===== config.mk =====
export PLATFORM = sky130hd
export DESIGN_NAME = fetch_mem_arbiter
export DESIGN_NICKNAME = d
export VERILOG_FILES = /design/src/rtl/fetch_arb_pkg.sv /design/src/rtl/mem_latency_timer.sv /design/src/rtl/fetch_mem_arbiter.sv
export SDC_FILE = /design/constraint.sdc
export NUM_CORES = 1
export LEC_CHECK = 0
export ABC_AREA = 0
export CAP_MARGIN = 10
export CORE_MARGIN = 1
export CORE_UTILIZATION = 39
export CTS_CLUSTER_DIAMETER = 150
export DETAILED_ROUTE_END_ITERATION = 12
export PLACE_DENSITY = 0.81
export SLEW_MARGIN = 15
export SYNTH_ARGS = -nofsm -noshare
export SYNTH_HDL_FRONTEND = slang
export SYNTH_HIERARCHICAL = 1
export SYNTH_SLANG_ARGS = --single-unit

===== constraint.sdc =====
create_clock -name clk -period 2.1 [get_ports clk]
set_input_delay 0.42 -clock clk [delete_from_list [all_inputs] [get_ports clk]]
set_output_delay 0.42 -clock clk [all_outputs]
set_load 0.005 [all_outputs]

===== src/rtl/fetch_arb_pkg.sv =====
// Shared definitions for the fetch/data memory arbiter: state encoding,
// memory word-address width and the byte-address slice that forms it.
package fetch_arb_pkg;

    typedef enum logic [1:0] {
        IDLE    = 2'd0,
        BUSY_IF = 2'd1,
        BUSY_DM = 2'd2
    } arb_state_e;

    localparam int MEM_AW    = 10;
    localparam int WADDR_LSB = 2;
    localparam int WADDR_MSB = WADDR_LSB + MEM_AW - 1;
    localparam int CNT_W     = 4;

endpackage


===== src/rtl/mem_latency_timer.sv =====
// Countdown timer for the fixed memory latency: loaded on a grant, decremented
// while an access is in flight; done marks the completion edge.
module mem_latency_timer
    import fetch_arb_pkg::*;
(
    input  logic             clk,
    input  logic             reset,
    input  logic             load_i,
    input  logic [CNT_W-1:0] load_val_i,
    input  logic             dec_i,
    output logic             done_o
);

    logic [CNT_W-1:0] cnt_q;
    logic [CNT_W-1:0] cnt_d;

    always_comb begin
        cnt_d = cnt_q;
        if (load_i) begin
            cnt_d = load_val_i;
        end else if (dec_i && (cnt_q != '0)) begin
            cnt_d = cnt_q - 1'b1;
        end
    end

    always_ff @(posedge clk) begin
        if (!reset) begin
            cnt_q <= '0;
        end else begin
            cnt_q <= cnt_d;
        end
    end

    assign done_o = (cnt_q == '0);

endmodule


===== src/rtl/fetch_mem_arbiter.sv =====
// Arbiter/sequencer sharing one fixed-latency memory between fetch and MEM stages.
// Define FETCH_ARB_STARVE_GUARD_EN to bound consecutive data grants while fetch waits.
module fetch_mem_arbiter
    import fetch_arb_pkg::*;
#(
    parameter int MEM_LATENCY = 2,
    parameter int STARVE_MAX  = 4
) (
    input  logic              clk,
    input  logic              reset,
    input  logic              if_req,
    input  logic [31:0]       if_addr,
    input  logic              flush,
    output logic [31:0]       if_rdata,
    output logic              if_valid,
    output logic              stall_if,
    input  logic              dm_req,
    input  logic              dm_we,
    input  logic [31:0]       dm_addr,
    input  logic [31:0]       dm_wdata,
    output logic [31:0]       dm_rdata,
    output logic              dm_valid,
    output logic              stall_mem,
    output logic              mem_en,
    output logic              mem_we,
    output logic [MEM_AW-1:0] mem_addr,
    output logic [31:0]       mem_wdata,
    input  logic [31:0]       mem_rdata
);

    localparam logic [CNT_W-1:0] LAT_LOAD = CNT_W'(MEM_LATENCY - 1);

    arb_state_e        state_q;
    logic              drop_q;
    logic              mem_en_q;
    logic              mem_we_q;
    logic [MEM_AW-1:0] mem_addr_q;
    logic [31:0]       mem_wdata_q;
    logic [31:0]       if_rdata_q;
    logic [31:0]       dm_rdata_q;
    logic              if_valid_q;
    logic              dm_valid_q;

    logic              fetch_want;
    logic              grant_dm;
    logic              grant_if;
    logic              timer_load;
    logic              timer_done;
    logic              unused_ok;

    assign fetch_want = if_req & ~flush;

`ifdef FETCH_ARB_STARVE_GUARD_EN
    localparam logic [7:0] STARVE_LIM = 8'(STARVE_MAX);

    logic [7:0] starve_q;
    logic [7:0] starve_d;
    logic       favour_if;

    assign favour_if = fetch_want && (starve_q == STARVE_LIM);
    assign grant_dm  = dm_req & ~favour_if;

    // Counts data grants that overtook a live fetch; never exceeds the limit
    // because reaching it forces the next contended grant to fetch.
    always_comb begin
        starve_d = starve_q;
        if (!if_req) begin
            starve_d = '0;
        end else if (state_q == IDLE) begin
            if (grant_if) begin
                starve_d = '0;
            end else if (grant_dm && fetch_want) begin
                starve_d = starve_q + 8'd1;
            end
        end
    end

    always_ff @(posedge clk) begin
        if (!reset) begin
            starve_q <= '0;
        end else begin
            starve_q <= starve_d;
        end
    end

    assign unused_ok = ^{if_addr[31:WADDR_MSB+1], if_addr[WADDR_LSB-1:0],
                         dm_addr[31:WADDR_MSB+1], dm_addr[WADDR_LSB-1:0]};
`else
    assign grant_dm  = dm_req;
    assign unused_ok = ^{if_addr[31:WADDR_MSB+1], if_addr[WADDR_LSB-1:0],
                         dm_addr[31:WADDR_MSB+1], dm_addr[WADDR_LSB-1:0],
                         STARVE_MAX[0]};
`endif

    assign grant_if   = fetch_want & ~grant_dm;
    assign timer_load = (state_q == IDLE) & (grant_dm | grant_if);

    mem_latency_timer u_timer (
        .clk        (clk),
        .reset      (reset),
        .load_i     (timer_load),
        .load_val_i (LAT_LOAD),
        .dec_i      (state_q != IDLE),
        .done_o     (timer_done)
    );

    always_ff @(posedge clk) begin
        if (!reset) begin
            state_q     <= IDLE;
            drop_q      <= 1'b0;
            mem_en_q    <= 1'b0;
            mem_we_q    <= 1'b0;
            mem_addr_q  <= '0;
            mem_wdata_q <= '0;
            if_rdata_q  <= '0;
            dm_rdata_q  <= '0;
            if_valid_q  <= 1'b0;
            dm_valid_q  <= 1'b0;
        end else begin
            mem_en_q   <= 1'b0;
            if_valid_q <= 1'b0;
            dm_valid_q <= 1'b0;
            case (state_q)
                IDLE: begin
                    drop_q <= 1'b0;
                    if (grant_dm) begin
                        state_q     <= BUSY_DM;
                        mem_en_q    <= 1'b1;
                        mem_we_q    <= dm_we;
                        mem_addr_q  <= dm_addr[WADDR_MSB:WADDR_LSB];
                        mem_wdata_q <= dm_wdata;
                    end else if (grant_if) begin
                        state_q     <= BUSY_IF;
                        mem_en_q    <= 1'b1;
                        mem_we_q    <= 1'b0;
                        mem_addr_q  <= if_addr[WADDR_MSB:WADDR_LSB];
                        mem_wdata_q <= '0;
                    end
                end
                BUSY_IF: begin
                    // A squashed fetch still runs to completion so the memory
                    // sees a well-formed access; only the result is discarded.
                    if (timer_done) begin
                        state_q <= IDLE;
                        drop_q  <= 1'b0;
                        if (!(drop_q || flush)) begin
                            if_rdata_q <= mem_rdata;
                            if_valid_q <= 1'b1;
                        end
                    end else begin
                        drop_q <= drop_q | flush;
                    end
                end
                BUSY_DM: begin
                    if (timer_done) begin
                        state_q    <= IDLE;
                        dm_rdata_q <= mem_rdata;
                        dm_valid_q <= 1'b1;
                    end
                end
                default: state_q <= IDLE;
            endcase
        end
    end

    assign mem_en    = mem_en_q;
    assign mem_we    = mem_we_q;
    assign mem_addr  = mem_addr_q;
    assign mem_wdata = mem_wdata_q;
    assign if_rdata  = if_rdata_q;
    assign if_valid  = if_valid_q;
    assign dm_rdata  = dm_rdata_q;
    assign dm_valid  = dm_valid_q;
    assign stall_if  = if_req & ~if_valid_q;
    assign stall_mem = dm_req & ~dm_valid_q;

endmodule


==> impl_table.tex <==
\begin{tabular}{lr}
\hline
Metric & Value \\
\hline
\multicolumn{2}{l}{\textbf{Synthesis}} \\
Post-synthesis average cell area & 9.47 µm² \\
Number of synthesized flops with an enable pin & 0 \\
Post-synthesis instance total & 473 \\
Share of synthesized area occupied by flip-flops and latches & 52.3\% \\
Number of register bits inferred by synthesis & 117 \\
Cell area after technology mapping & 4480 µm² \\
Most frequently used flop master after synthesis & sky130\_fd\_sc\_hd\_\_dfxtp\_1 \\
FFs w/ async S/R, synth & 0\% \\
Synthesis warning total & 6 \\
Library cells used by synthesis & 41 \\
\multicolumn{2}{l}{\textbf{Cells and area}} \\
Layout-stage area growth over the synthesis result & 60.9\% \\
Number of cells in the finished layout apart from fillers & 821 \\
Final Util & 65.3\% \\
Antenna diode instance count & 0 \\
Fin nets & 809 \\
Fraction of final layout cells sized beyond drive strength 1 & 12.5\% \\
\multicolumn{2}{l}{\textbf{Setup path}} \\
Worst setup path class & input port to output port \\
Slowest-stage cell, CP & sky130\_fd\_sc\_hd\_\_clkdlybuf4s50\_1 \\
Arrival time reported for the critical path endpoint & 1600 ps \\
Crit path capture type & output port \\
Critical Path Fanout Max & 2 \\
Number of logic stages on the critical path including buffering & 3 \\
Endpoint required time on the critical path & 1680 ps \\
Count of buffer and inverter cells on the critical path & 2 \\
R2R cell count & 9 \\
Family with the most delay on the worst path & buffers and inverters \\
Crit path top cell by count & sky130\_fd\_sc\_hd\_\_clkdlybuf4s50\_1 \\
Cells along the critical path & clkdlybuf4s50\_1 > nor2b\_1 > clkdlybuf4s50\_1 \\
Element type at the critical path start & input port \\
Largest incremental delay on the critical path & 540 ps \\
\multicolumn{2}{l}{\textbf{Pwr}} \\
Cell area power density & 879 nW/µm² \\
Peak ir drop on the vdd network & 0.448 mV \\
Leakage & 0.00263 µW \\
\multicolumn{2}{l}{\textbf{Timing}} \\
Worst-case hold slack & 449 ps \\
Total of endpoints with negative setup slack in the final report & 0 \\
Final-layout setup total negative slack & 0 ps \\
Final max-slew violation count & 0 \\
Worst Clk Skew & 12.1 ps \\
Share of the clock period used by the worst path & 96.1\% \\
Number of hold violations in the final report & 0 \\
Clock period minus final worst setup slack & 2020 ps \\
Highest Clock Rate & 496 MHz \\
Worst slew margin relative to its limit & 62.4\% \\
Transition time of the tightest slew-check pin & 564 ps \\
Setup ws final & 82.8 ps \\
\multicolumn{2}{l}{\textbf{Floorplanning}} \\
Core region area & 11000 µm² \\
Initial core utilization & 40.6\% \\
Die H & 109 µm \\
Die W & 109 µm \\
Boundary Pins & 246 \\
Die outline area & 11900 µm² \\
Number of standard-cell rows in the floorplan & 38 \\
\multicolumn{2}{l}{\textbf{Hold path}} \\
Worst Hold Path Cells & 3 \\
Class of the most critical hold timing path & input port to flip-flop \\
\multicolumn{2}{l}{\textbf{Route}} \\
Post-detailed-route via-to-cell ratio & 5.16 \\
DRC marker count from the first detailed-route iteration & 248 \\
Total via count in the routed design & 4237 \\
Detailed-route wire length per cell & 15.9 µm \\
Detailed-route wire length & 13100 µm \\
Count of nets left with antenna violations after detail routing & 0 \\
Number of detailed-routing iterations run before antenna repair & 6 \\
Number of design rule violations left after detail routing & 0 \\
\multicolumn{2}{l}{\textbf{CTS}} \\
Max Buffers Root-to-Sink & 2 \\
Hold buffers post-CTS & 0 \\
Sinks on the clock net & 117 \\
Clock slew at reported path FFs & 50 ps \\
Clock tree from TritonCTS & built \\
Total clock buffers created by CTS & 17 \\
CTS HTree Levels & 4 \\
Worst-skew pair later-pin latency & 400 ps \\
CTS Root Cell & sky130\_fd\_sc\_hd\_\_clkbuf\_16 \\
\multicolumn{2}{l}{\textbf{Global routing}} \\
Wire length of the first global-routing pass & 19900 µm \\
Total grt overflow & 0 \\
Global Route Usage Sum & 21.7\% \\
Vias in the first global route & 4112 \\
Number of antenna violations at the first check in global routing & 0 \\
Maximum number of pins on one net before global-route repair & 56 \\
\multicolumn{2}{l}{\textbf{Place}} \\
Total half-perimeter wirelength after legalization and detailed placement & 8750 µm \\
Final weighted congestion of routability-driven global placement & 0.780 \\
Pre-CTS setup slack & 80.3 ps \\
Port Buffers & 201 \\
Number of placed instances with taps included & 790 \\
\multicolumn{2}{l}{\textbf{Job}} \\
Reported max-cap violation count & 0 \\
\multicolumn{2}{l}{\textbf{Status}} \\
Result of the run & finished clean \\
\hline
\end{tabular}
-- final timing paths --
path	from	to	slack (ps)
worst max register to register	u_timer/cnt_q[0]	if_rdata[31]	120
worst min register to register	dm_rdata[4]	dm_rdata[4]	450
worst max-delay path	dm_req	stall_mem	80
worst min-delay path	reset	mem_en	450
-- synth_stat cells (2+ instances only) --
library cell                 n  share of area [%]
sky130_fd_sc_hd__nor2b_1     3               0.42
sky130_fd_sc_hd__dfxtp_1   117                 52
sky130_fd_sc_hd__conb_1      2               0.17
sky130_fd_sc_hd__buf_6       3               0.75
sky130_fd_sc_hd__inv_2       2               0.17
sky130_fd_sc_hd__nand2_1   132                 11
sky130_fd_sc_hd__o211a_1    10                2.2
sky130_fd_sc_hd__nand3_1     3               0.34
sky130_fd_sc_hd__buf_2      18                2.0
sky130_fd_sc_hd__o211ai_1   10                1.7
sky130_fd_sc_hd__nor2_1      8               0.67
sky130_fd_sc_hd__clkbuf_1   11               0.92
sky130_fd_sc_hd__a21oi_2    30                5.9
sky130_fd_sc_hd__inv_1       8               0.67
sky130_fd_sc_hd__buf_4       6                1.0
sky130_fd_sc_hd__o21ai_0     3               0.34
sky130_fd_sc_hd__a32o_1     33                7.4
sky130_fd_sc_hd__ha_1        4                1.1
sky130_fd_sc_hd__a21oi_1    37                4.1
sky130_fd_sc_hd__mux2i_1    12                2.7
-- metal layers --
metal	track usage [%]	part of all wire (%)	routed length, µm	vias up
met2	38.4	51	6640	141
met4	10.2	2.3	299	0
li1	-	-	-	2029
met5	0	0	0	-
met1	24.7	41	5410	2043
met3	4.66	5.5	713	24
-- report_power, final --
group          leakage (µW)  internal, µW  switching, µW
Clock              0.000272          1720            935
Combinational       0.00140           655            528
Sequential         0.000953          2400           98.0
-- layout make-up --
cell class              count  area (µm²)
fillers                   868        3820
inverters                  11        42.5
well taps                 140         175
flip-flops and latches    117        2340
multi-input cells         308        1900
clock buffers              24         492
clock inverters             5        50.0
repair buffers            216        2200
-- worst min-delay path: stages --
cell                     delay (ps)
sky130_fd_sc_hd__buf_2          100
sky130_fd_sc_hd__inv_2          150
sky130_fd_sc_hd__nor2_1         130
-- flip-flops by register name, indices dropped and copies added, names as in the netlist --
name / flops
mem_en: 1
if_valid: 1
state_q: 2
dm_rdata: 32
if_rdata: 32
mem_we: 1
dm_valid: 1
u_timer/cnt_q: 4
mem_addr: 10
mem_wdata: 32
drop_q: 1
-- cell usage in the layout (no fill, tap or decap), types with 2 or more instances in the layout --
cell type and n:
sky130_fd_sc_hd__conb_1 4, sky130_fd_sc_hd__clkdlybuf4s50_1 200, sky130_fd_sc_hd__nor2_1 8, sky130_fd_sc_hd__o21ai_0 3
sky130_fd_sc_hd__mux2i_1 12, sky130_fd_sc_hd__nand3_1 3, sky130_fd_sc_hd__a32o_1 33, sky130_fd_sc_hd__a21oi_2 30
sky130_fd_sc_hd__nand2_1 132, sky130_fd_sc_hd__nor2b_1 3, sky130_fd_sc_hd__clkinv_2 5, sky130_fd_sc_hd__buf_12 5
sky130_fd_sc_hd__dfxtp_1 117, sky130_fd_sc_hd__clkbuf_8 4, sky130_fd_sc_hd__buf_4 9, sky130_fd_sc_hd__a21oi_1 37
sky130_fd_sc_hd__clkbuf_1 3, sky130_fd_sc_hd__o211ai_1 10, sky130_fd_sc_hd__o211a_1 10, sky130_fd_sc_hd__ha_1 3
sky130_fd_sc_hd__inv_2 2, sky130_fd_sc_hd__clkbuf_16 18, sky130_fd_sc_hd__inv_1 8
-- cell families (layout without fill, tap and decap cells) --
| group | after synthesis | after routing | share of synthesized area [%] |
|---|---|---|---|
| buf+inv | 50 | 256 | 5.73 |
| mux | 12 | 12 | 2.68 |
| other cells | 2 | 4 | 0.168 |
| flops | 117 | 117 | 52.3 |
| simple gates | 159 | 159 | 14.9 |
| compound gates | 129 | 129 | 23.1 |
| fa+ha+maj | 4 | 4 | 1.12 |
-- repair_timing --
item | CTS | global route
gates resized for setup | 0 | 1
setup endpoints to repair | 0 | 27
buffers inserted | 0 | 1
-- per-stage QoR --
stage | instance area (µm²) | total power (µW)
4_1_cts | 7170 | 6370
5_1_grt | 7210 | 6600
2_1_floorplan | 4490 | 3060
3_3_place_gp | 6630 | 3660
3_5_place_dp | 6630 | 3710
6_report | 7210 | 6340
Power figures use the tool's default switching activity.
